## src/rtl/shift_add_multiplier_pkg.sv

```systemverilog
// rtl/shift_add_multiplier_pkg.sv - shared widths and FSM state type for the shift-add multiplier
// Purpose: default operand widths (shared with the bit-serial divider), the
// widths derived from them, and the multiplier FSM state enum.
package shift_add_multiplier_pkg;

    localparam int DEF_INT_W  = 10;                      // integer bits of the Q-format multiplicand
    localparam int DEF_FRAC_W = 10;                      // fraction bits of the Q-format multiplicand
    localparam int DEF_MUL_W  = 3;                       // width of the integer multiplier
    localparam int DEF_A_W    = DEF_INT_W + DEF_FRAC_W;  // multiplicand width
    localparam int DEF_P_W    = DEF_A_W + DEF_MUL_W;     // full product width
    localparam int DEF_I_W    = DEF_INT_W + DEF_MUL_W;   // rounded integer product width

    typedef enum logic [1:0] {
        IDLE = 2'd0,
        LOAD = 2'd1,
        MULT = 2'd2,
        OUT  = 2'd3
    } state_t;

endpackage

```

## src/rtl/shift_add_multiplier.sv

```systemverilog
// rtl/shift_add_multiplier.sv - sequential Q10.10 x 3-bit unsigned shift-add multiplier
// Purpose: multiplies an unsigned fixed-point multiplicand by a small unsigned
// integer, one shift-add step per cycle, stopping as soon as no multiplicand
// bits remain.
// Ports:
//   clk        clock, all state on rising edge
//   rst        asynchronous reset, active-high
//   in_valid   load strobe; operands latched every cycle it is high in IDLE/LOAD
//   in_data_1  unsigned Q(INT_W).(FRAC_W) multiplicand
//   in_data_2  unsigned integer multiplier
//   out_valid  single-cycle result strobe
//   out_data   full product, unsigned Q(INT_W+MUL_W).(FRAC_W)
//   out_int    product rounded half-up to an integer
module shift_add_multiplier
    import shift_add_multiplier_pkg::*;
#(
    parameter int INT_W  = DEF_INT_W,
    parameter int FRAC_W = DEF_FRAC_W,
    parameter int MUL_W  = DEF_MUL_W
) (
    input  logic                      clk,
    input  logic                      rst,
    input  logic                      in_valid,
    input  logic [INT_W+FRAC_W-1:0]   in_data_1,
    input  logic [MUL_W-1:0]          in_data_2,
    output logic                      out_valid,
    output logic [INT_W+FRAC_W+MUL_W-1:0] out_data,
    output logic [INT_W+MUL_W-1:0]    out_int
);

    localparam int A_W = INT_W + FRAC_W;
    localparam int P_W = A_W + MUL_W;
    localparam int I_W = INT_W + MUL_W;

    // Half an integer LSB in product units, for round-half-up.
    localparam logic [P_W-1:0] ROUND_HALF = P_W'(1) << (FRAC_W - 1);

    state_t         state;
    state_t         state_next;

    logic [A_W-1:0] mcand_sh;
    logic [P_W-1:0] addend;
    logic [P_W-1:0] acc;

    logic           latch_en;
    logic [A_W-1:0] mcand_next;
    logic [P_W-1:0] acc_next;
    logic           mult_done;

    // Step datapath: one conditional add and the two shifters.
    always_comb begin
        latch_en   = in_valid && ((state == IDLE) || (state == LOAD));
        mcand_next = mcand_sh >> 1;
        acc_next   = acc + (mcand_sh[0] ? addend : '0);
        // Early termination: once the shifted multiplicand is empty no further
        // add can occur. A zero multiplicand therefore still spends one cycle.
        mult_done  = (mcand_next == '0);
    end

    // State register
    always_ff @(posedge clk or posedge rst) begin
        if (rst) begin
            state <= IDLE;
        end else begin
            state <= state_next;
        end
    end

    // Next-state logic
    always_comb begin
        state_next = state;
        case (state)
            IDLE:    if (in_valid)  state_next = LOAD;
            LOAD:    if (!in_valid) state_next = MULT;
            MULT:    if (mult_done) state_next = OUT;
            OUT:     state_next = IDLE;
            default: state_next = IDLE;
        endcase
    end

    // Output logic
    always_comb begin
        out_valid = (state == OUT);
    end

    // Operand, accumulator and result registers
    always_ff @(posedge clk or posedge rst) begin
        if (rst) begin
            mcand_sh <= '0;
            addend   <= '0;
            acc      <= '0;
            out_data <= '0;
            out_int  <= '0;
        end else if (latch_en) begin
            mcand_sh <= in_data_1;
            addend   <= {{(P_W-MUL_W){1'b0}}, in_data_2};
            acc      <= '0;
        end else if (state == MULT) begin
            acc      <= acc_next;
            mcand_sh <= mcand_next;
            addend   <= addend << 1;
            // Results are captured on the step that enters OUT and held after.
            // The product cannot overflow P_W, so neither can the rounded sum.
            if (mult_done) begin
                out_data <= acc_next;
                out_int  <= I_W'((acc_next + ROUND_HALF) >> FRAC_W);
            end
        end
    end

endmodule

```

## config.mk

```make
export PLATFORM = sky130hd
export DESIGN_NAME = shift_add_multiplier
export DESIGN_NICKNAME = d
export VERILOG_FILES = /design/src/rtl/shift_add_multiplier_pkg.sv /design/src/rtl/shift_add_multiplier.sv
export SDC_FILE = /design/constraint.sdc
export NUM_CORES = 1
export LEC_CHECK = 0
export CAP_MARGIN = 0
export CORE_ASPECT_RATIO = 0.6
export CORE_MARGIN = 2
export CORE_UTILIZATION = 53
export CTS_BUF_LIST = sky130_fd_sc_hd__clkbuf_2
export DETAILED_ROUTE_END_ITERATION = 12
export GPL_ROUTABILITY_DRIVEN = 0
export PLACE_DENSITY = 0.78
export SLEW_MARGIN = 0
export SYNTH_ARGS = -nofsm -noshare
export SYNTH_HDL_FRONTEND = slang
export SYNTH_SLANG_ARGS = --single-unit
```

## constraint.sdc

```tcl
create_clock -name clk -period 3.45 [get_ports clk]
set_clock_uncertainty 0.15 [all_clocks]
set_input_delay 0.69 -clock clk [delete_from_list [all_inputs] [get_ports clk]]
set_output_delay 0.69 -clock clk [all_outputs]
set_load 0.02 [all_outputs]
```

==> results of run 1 <==
==> metal layers <==
layer / share of wire / up-vias
li1: - / 2386
met1: 0.49 / 2413
met3: 0.063 / 22
met5: 0 / -
met2: 0.43 / 173
met4: 0.015 / 0
==> cell usage after synthesis, drive strengths merged (4+ instances only) <==
library cell,count,area (um^2)
a211oi,7,57.55
a21o,5,37.54
a21oi,23,130.1
and2,26,163.9
and3,4,26.28
buf,11,48.80
clkbuf,25,93.84
dfrtp,104,2603
ha,27,337.8
inv,10,37.54
mux2i,65,650.6
nand2,120,452.9
nand3,14,75.07
nand4,8,50.05
nor2,59,224.0
nor3,8,45.04
nor4,9,62.56
o21ai,47,239.0
o31a,4,35.03
xnor2,21,191.4
xor2,6,60.06
==> path summary, 6_finish.rpt <==
path                                            to
min reg2reg                 out_int[3]$_DFFE_PP0P_
max                        out_int[12]$_DFFE_PP0P_
min in group clk            out_int[3]$_DFFE_PP0P_
max reg2reg                out_int[12]$_DFFE_PP0P_
min                         out_int[7]$_DFFE_PP0P_
max in group asynchronous   out_int[2]$_DFFE_PP0P_
==> state kept, by name, summed over array words and instances, names as in the netlist <==
name / flops
out_data: 23
state: 2
mcand_sh: 20
addend: 23
out_int: 13
acc: 23
==> timing repair <==
action / CTS / global route
endpoints found under the setup margin: 3 / 9
hold buffers: 0 / 0
setup buffers: 2 / 13
pin swaps: 2 / 21
resized for setup: 4 / 38
==> power groups by stage <==
stage | clock network (mW) | registers [mW] | logic (mW)
2_1_floorplan | 0 | 1.59 | 1.12
3_3_place_gp | 0 | 1.63 | 1.45
3_5_place_dp | 0 | 1.64 | 1.51
4_1_cts | 0.687 | 1.62 | 1.51
5_1_grt | 0.727 | 1.67 | 1.81
6_report | 0.670 | 1.64 | 1.65
==> layout make-up <==
class / instances / area, um^2 / share of cell area
Clock buffer: 10 / 50.05 / 0.006706
Sequential cell: 104 / 2603 / 0.3487
Inverter: 10 / 41.29 / 0.005532
Tap cell: 139 / 173.9 / 0.02330
Timing Repair Buffer: 118 / 1070 / 0.1433
Multi-Input combinational cell: 489 / 3435 / 0.4602
Clock inverter: 6 / 91.34 / 0.01224
==> through the flow <==
stage          setup WS [ns]  power, mW  area (um^2)   TNS (ns)
2_1_floorplan        0.01830      2.707         5981          0
3_3_place_gp         0.08542      3.080         6979          0
3_5_place_dp       -0.003260      3.153         6979  -0.004839
4_1_cts              0.01210      3.820         7161          0
5_1_grt              -0.1658      4.202         7463    -0.4050
6_report            -0.06207      3.962         7463    -0.1091
==> kinds of logic after synthesis <==
logic type | after synthesis | share of synthesized area
AND/OR/NAND/NOR | 262 | 0.2049
AO/OA/AOI/OAI | 106 | 0.1157
flip-flops | 104 | 0.4362
multiplexers | 66 | 0.1109
buffers and inverters | 46 | 0.03020
adder cells (fa/ha/maj) | 28 | 0.05997
XOR/XNOR | 27 | 0.04215
==> summary.txt, run 1 <==
Run status
  – Run status: finished, violations left
  – Violated checks: setup timing

Worst setup path
  – Source of the worst register-to-register timing path: mcand_sh[0]$_DFFE_PP0P_
  – Critical path endpoint category: flop
  – Nature of the critical path startpoint: flop
  – Required arrival time at the worst endpoint: 3.84 ns
  – Worst-path cell chain: buf_4 -> and2_1 -> ha_4 -> o21ai_0 -> buf_4 -> nor4_4 -> nor3_4 -> buf_4 -> o31a_1 -> o21bai_2 -> xnor2_2 -> nand4_1 -> buf_4 -> o31a_1 -> o31ai_1
  – Number of cells on the critical path: 15
  – Source of the critical timing path: mcand_sh[0]$_DFFE_PP0P_
  – Critical path's largest stage delay: 0.47 ns
  – Class of the most critical setup path: flop to flop
  – Maximum fanout along the worst path: 5
  – Master of the slowest instance on the critical path: sky130_fd_sc_hd__dfrtp_1
  – Depth of the worst register-to-register path: 15
  – Data arrival time of the critical path: 3.90 ns
  – CP top delay family: compound AO/OA/AOI/OAI gates
  – FF-to-FF setup slack: -0.06 ns
  – Worst path most repeated cell: sky130_fd_sc_hd__buf_4
  – Sum of buffers and inverters on the critical path: 4

Timing
  – Worst slack on hold paths: 0.1496 ns
  – Fin worst setup slack: -0.06207 ns
  – Clock period minus worst slack: 3.512 ns
  – Endpoints failing hold: 0
  – Highest attainable clock frequency: 284.7 MHz
  – Pins over their slew limit: 0
  – Transition at the pin with the smallest max-transition slack: 0.6632 ns
  – Number of endpoints failing setup at the final stage: 2
  – Crit share post-route: 1.018
  – Worst slew slack as a fraction of its limit: 0.5538
  – Unrepaired setup endpoints after global routing: yes

GRT
  – Vias in the first global route: 4763
  – Maximum number of pins on one net before global-route repair: 70
  – GRT Residual Overflow: 0
  – GRT Overall Usage: 0.2450
  – Wire length of the first global-routing pass: 23.70 mm
  – Initial antenna violation count: 0
  – Met1 global-route usage: 0.3698
  – Met2 demand-to-capacity share in global routing: 0.3716
  – Most Crowded Layer GR: met2
  – Met3 demand-to-capacity share in global routing: 0.04475

Final layout
  – Filler cells: 811
  – Number of antenna cells inserted: 0
  – Area delta synth->final: 25.08%
  – Most frequent standard cell in the layout excluding fill and tap cells: sky130_fd_sc_hd__nand2_1
  – Utilization after layout: 0.6926
  – Fin cells: 876
  – Commonest non-fill, non-tap cells in the layout: sky130_fd_sc_hd__nand2_1 (119), sky130_fd_sc_hd__dfrtp_1 (104), sky130_fd_sc_hd__mux2i_1 (65), sky130_fd_sc_hd__clkdlybuf4s50_1 (62), sky130_fd_sc_hd__nor2_1 (57)
  – Final net count: 786
  – Layout cell share with drive strength beyond 1: 0.1682

Clocking
  – CTS tree: done
  – Clock-pin slew on the worst setup and hold paths: 0.26 ns
  – Clk_lat worst skew: 0.62 ns
  – Clock root buffer master: sky130_fd_sc_hd__clkbuf_2
  – H-tree levels: 3
  – Number of buffers inserted during clock tree synthesis: 9
  – Buffer levels on the longest clock path: 2
  – Clk sinks: 104

Route
  – Post-detailed-route wirelength per cell: 16.78 um
  – Initial DRC count: 326
  – DRC Markers: 0
  – First-pass detailed-route iteration total: 7
  – Total via count after detailed routing: 4994
  – Total length of routed wires: 14.70 mm
  – Number of nets with antenna violations after routing: 0
  – Vias per cell: 5.701

Die
  – Count of pins on the block boundary: 63
  – Initial Utilization: 0.5537
  – Total die area: 12150 um^2
  – Die height: 86.19 um
  – Core outline area: 10780 um^2
  – Cell Rows: 29
  – Die Width: 141.0 um

Power
  – Pwr/cell area: 530.9 nW/um^2
  – Fraction of power consumed by sequential logic: 0.414
  – Portion of total power attributed to combinational logic: 0.417
  – Internal power summed over all cells: 2.424 mW
  – Leakage power figure: 3.493 nW
  – Proportion of total power due to net switching: 0.3883
  – Highest ir drop seen on vdd: 0.0003104 V
  – Switching power: 1.539 mW
  – Fraction of power consumed by the clock network: 0.169

Logic synthesis
  – Synth Instances: 639
  – Ys flop type: sky130_fd_sc_hd__dfrtp_1
  – Total nets after synthesis: 693
  – Number of unique standard cell types used by synthesis: 58
  – Async set-or-reset flop fraction in the synthesized netlist: 1.000
  – Flop and latch count out of synthesis: 104
  – Number of synthesized flops with an enable pin: 0
  – Sequential element share of the synthesized area: 0.4362
  – Synth Warn #: 0
  – Post-synthesis average cell area: 9.338 um^2
  – Netlist area before placement: 5967 um^2

Run
  – Max-cap check violation count: 0

Placed design
  – Post-Place Cells: 845
  – Port buffer count: 62
  – Half-perimeter wire length of the detailed placement result: 10.51 mm

Worst hold path
  – Type of the tightest min-delay check: input pin to asynchronous set/reset pin
Power figures use the tool's default switching activity.
==> run 2: changes to the inputs <==
GPL_TIMING_DRIVEN = 0   (was default)
==> summary.txt, run 2 (same netlist as run 1, synthesis figures left out) <==
Clocking
  – CTS tree: done
  – Buffer levels on the longest clock path: 2 (unchanged)
  – Quantity of hold-fixing buffers added after cts: 0 (unchanged)
  – Clock-pin slew on the worst setup and hold paths: 0.30 ns (+0.04 ns)
  – Clk_lat worst skew: 0.64 ns (+0.02 ns)
  – Clk sinks: 104 (unchanged)
  – Number of buffers inserted during clock tree synthesis: 9 (unchanged)
  – Clock root buffer master: sky130_fd_sc_hd__clkbuf_2
  – H-tree levels: 3 (unchanged)

Worst setup path
  – Sum of buffers and inverters on the critical path: 3 (-1)
  – Data arrival time of the critical path: 3.98 ns (+0.08 ns)
  – Nature of the critical path startpoint: flop
  – Worst-path cell chain: buf_8 -> and2_4 -> ha_4 -> fa_2 -> a211oi_4 -> nor4_4 -> nor3_4 -> nor2_4 -> a211oi_2 -> buf_4 -> mux2i_1 -> nand4_1 -> buf_4 -> nor4_4 -> o31ai_2
  – Critical path's largest stage delay: 0.53 ns (+0.06 ns)
  – Class of the most critical setup path: flop to flop
  – Depth of the worst register-to-register path: 15 (unchanged)
  – Maximum fanout along the worst path: 6 (+1)
  – Master of the slowest instance on the critical path: sky130_fd_sc_hd__dfrtp_2
  – CP top delay family: simple AND/OR/NAND/NOR gates
  – Required arrival time at the worst endpoint: 3.85 ns (about the same)
  – Critical path endpoint category: flop
  – Number of cells on the critical path: 15 (unchanged)

Worst hold path
  – Hold-critical path depth: 2
  – Type of the tightest min-delay check: flop to flop

Placed design
  – Half-perimeter wire length of the detailed placement result: 10.77 mm (+2.5%)
  – Pre-CTS WS: -0.4785 ns (-0.4752 ns)
  – Post-Place Cells: 842 (-0.36%)
  – Port buffer count: 62 (unchanged)

Final layout
  – Commonest non-fill, non-tap cells in the layout: sky130_fd_sc_hd__nand2_1 (117), sky130_fd_sc_hd__dfrtp_1 (103), sky130_fd_sc_hd__mux2i_1 (65), sky130_fd_sc_hd__clkdlybuf4s50_1 (62), sky130_fd_sc_hd__nor2_1 (58)
  – Layout cell share with drive strength beyond 1: 0.1689 (+0.0006333)
  – Area delta synth->final: 28.48%
  – Final net count: 801 (+1.9%)
  – Registers with the most flip-flops: acc x23, addend x23, out_data x23
  – Fin cells: 891 (+1.7%)
  – Utilization after layout: 0.7114 (+0.01881)
  – Most frequent standard cell in the layout excluding fill and tap cells: sky130_fd_sc_hd__nand2_1
  – Number of antenna cells inserted: 0 (unchanged)

Run status
  – Run status: finished, violations left
  – Violated checks: setup timing

Die
  – Core outline area: 10780 um^2 (unchanged)
  – Die height: 86.19 um (unchanged)
  – Die Width: 141.0 um (unchanged)
  – Cell Rows: 29 (unchanged)
  – Total die area: 12150 um^2 (unchanged)
  – Initial Utilization: 0.5537 (unchanged)
  – Count of pins on the block boundary: 63 (unchanged)

Timing
  – Highest attainable clock frequency: 279.0 MHz (-2.0%)
  – Worst slack on hold paths: 0.3662 ns (+0.2165 ns)
  – Clock period minus worst slack: 3.584 ns (+0.07204 ns)
  – Unrepaired setup endpoints after global routing: yes
  – Number of endpoints failing setup at the final stage: 6 (+4)
  – Worst slew slack as a fraction of its limit: 0.4101 (-0.1437)
  – Fin worst setup slack: -0.1341 ns (-0.07204 ns)
  – Endpoints failing hold: 0 (unchanged)
  – Transition at the pin with the smallest max-transition slack: 0.8830 ns (+0.2198 ns)
  – Pins over their slew limit: 0 (unchanged)
  – Crit share post-route: 1.039 (+0.02088)

Run
  – Max-cap check violation count: 0 (unchanged)

Route
  – First-pass detailed-route iteration total: 7 (unchanged)
  – DRC Markers: 0 (unchanged)
  – Total via count after detailed routing: 5182 (+3.8%)
  – Vias per cell: 5.816 (+2.0%)
  – Number of nets with antenna violations after routing: 0 (unchanged)
  – Total length of routed wires: 15.42 mm (+4.9%)
  – Initial DRC count: 372 (+14%)
  – Post-detailed-route wirelength per cell: 17.30 um (+3.1%)

Power
  – Pwr/cell area: 540.0 nW/um^2 (+1.7%)
  – Portion of total power attributed to combinational logic: 0.416 (about the same)
  – Tot Pwr: 4.139 mW (+4.5%)
  – Switching power: 1.620 mW (+5.3%)
  – Proportion of total power due to net switching: 0.3913 (+0.003013)
  – Fraction of power consumed by the clock network: 0.186 (+0.017)
  – Leakage power figure: 3.527 nW (+0.97%)
  – Fraction of power consumed by sequential logic: 0.398 (-0.016)
  – Highest ir drop seen on vdd: 0.0003224 V (+3.9%)
  – Internal power summed over all cells: 2.520 mW (+4.0%)

GRT
  – Wire length of the first global-routing pass: 24.94 mm (+5.2%)
  – GRT Overall Usage: 0.2603 (+0.01535)
  – Vias in the first global route: 4885 (+2.6%)
  – Initial antenna violation count: 0 (unchanged)
  – Maximum number of pins on one net before global-route repair: 42 (-40%)
  – GRT Residual Overflow: 0 (unchanged)
## run 2: changes by cell type in the layout (fill, tap and decap cells not counted), sizes merged
cell and change:
buf -9, bufinv +1, clkbuf +23, clkinv -1, clkinvlp +1
## run 2: power by group through the flow
stage                     registers [mW]  clock network, mW  logic [mW]
after detailed placement            1.65                  0        1.47
final                               1.65              0.768        1.72
after CTS                           1.64              0.780        1.64
after global routing                1.68              0.820        1.88
after floorplan                     1.59                  0        1.12
after global placement              1.63                  0        1.41
## run 2: final timing paths
| check | from | to | slack [ns] |
|---|---|---|---|
| max | mcand_sh[0]$_DFFE_PP0P_ | out_int[12]$_DFFE_PP0P_ | -0.13 |
| min | out_int[3]$_DFFE_PP0P_ | out_int[3]$_DFFE_PP0P_ | 0.37 |
| max reg2reg | mcand_sh[0]$_DFFE_PP0P_ | out_int[12]$_DFFE_PP0P_ | -0.13 |
| min reg2reg | out_int[3]$_DFFE_PP0P_ | out_int[3]$_DFFE_PP0P_ | 0.37 |
| max in group asynchronous | rst | addend[12]$_DFFE_PP0P_ | 1.88 |
| min in group asynchronous | rst | out_data[0]$_DFFE_PP0P_ | 0.38 |
## run 2: metrics by stage
step / instance area, um^2 / setup TNS [ns]
2_1_floorplan: 5981 / 0
3_3_place_gp: 6775 / -2.416
3_5_place_dp: 6815 / -2.956
4_1_cts: 7470 / -0.06085
5_1_grt: 7666 / -1.703
6_report: 7666 / -0.5303
## run 2: routing by layer
layer  track usage  wire length [um]
met1        0.3688              6977
met2        0.4160              6890
met3       0.05856              1336
met4       0.05909               211
met5             0                 0
## run 2: layout make-up
class | instances | area, um^2
plain buffers | 35 | 178.9
clock inverters | 7 | 126.4
well taps | 139 | 173.9
repair buffers | 98 | 923.4
multi-input cells | 489 | 3573
flip-flops and latches | 104 | 2604
fillers | 769 | 3110
clock buffers | 9 | 45.04
inverters | 10 | 41.29
## run 2: worst min-delay path, cell delays in order (launching register included)
cell                      delay, ns
sky130_fd_sc_hd__dfrtp_1       0.42
sky130_fd_sc_hd__nand2_1       0.05
sky130_fd_sc_hd__nand2_1       0.05
## run 2: timing repair
action                     CTS  global route
cloned                       1             0
setup endpoints to repair   15            13
gates resized for setup     59            23
pin swaps                   25            19
buffers inserted            23            11
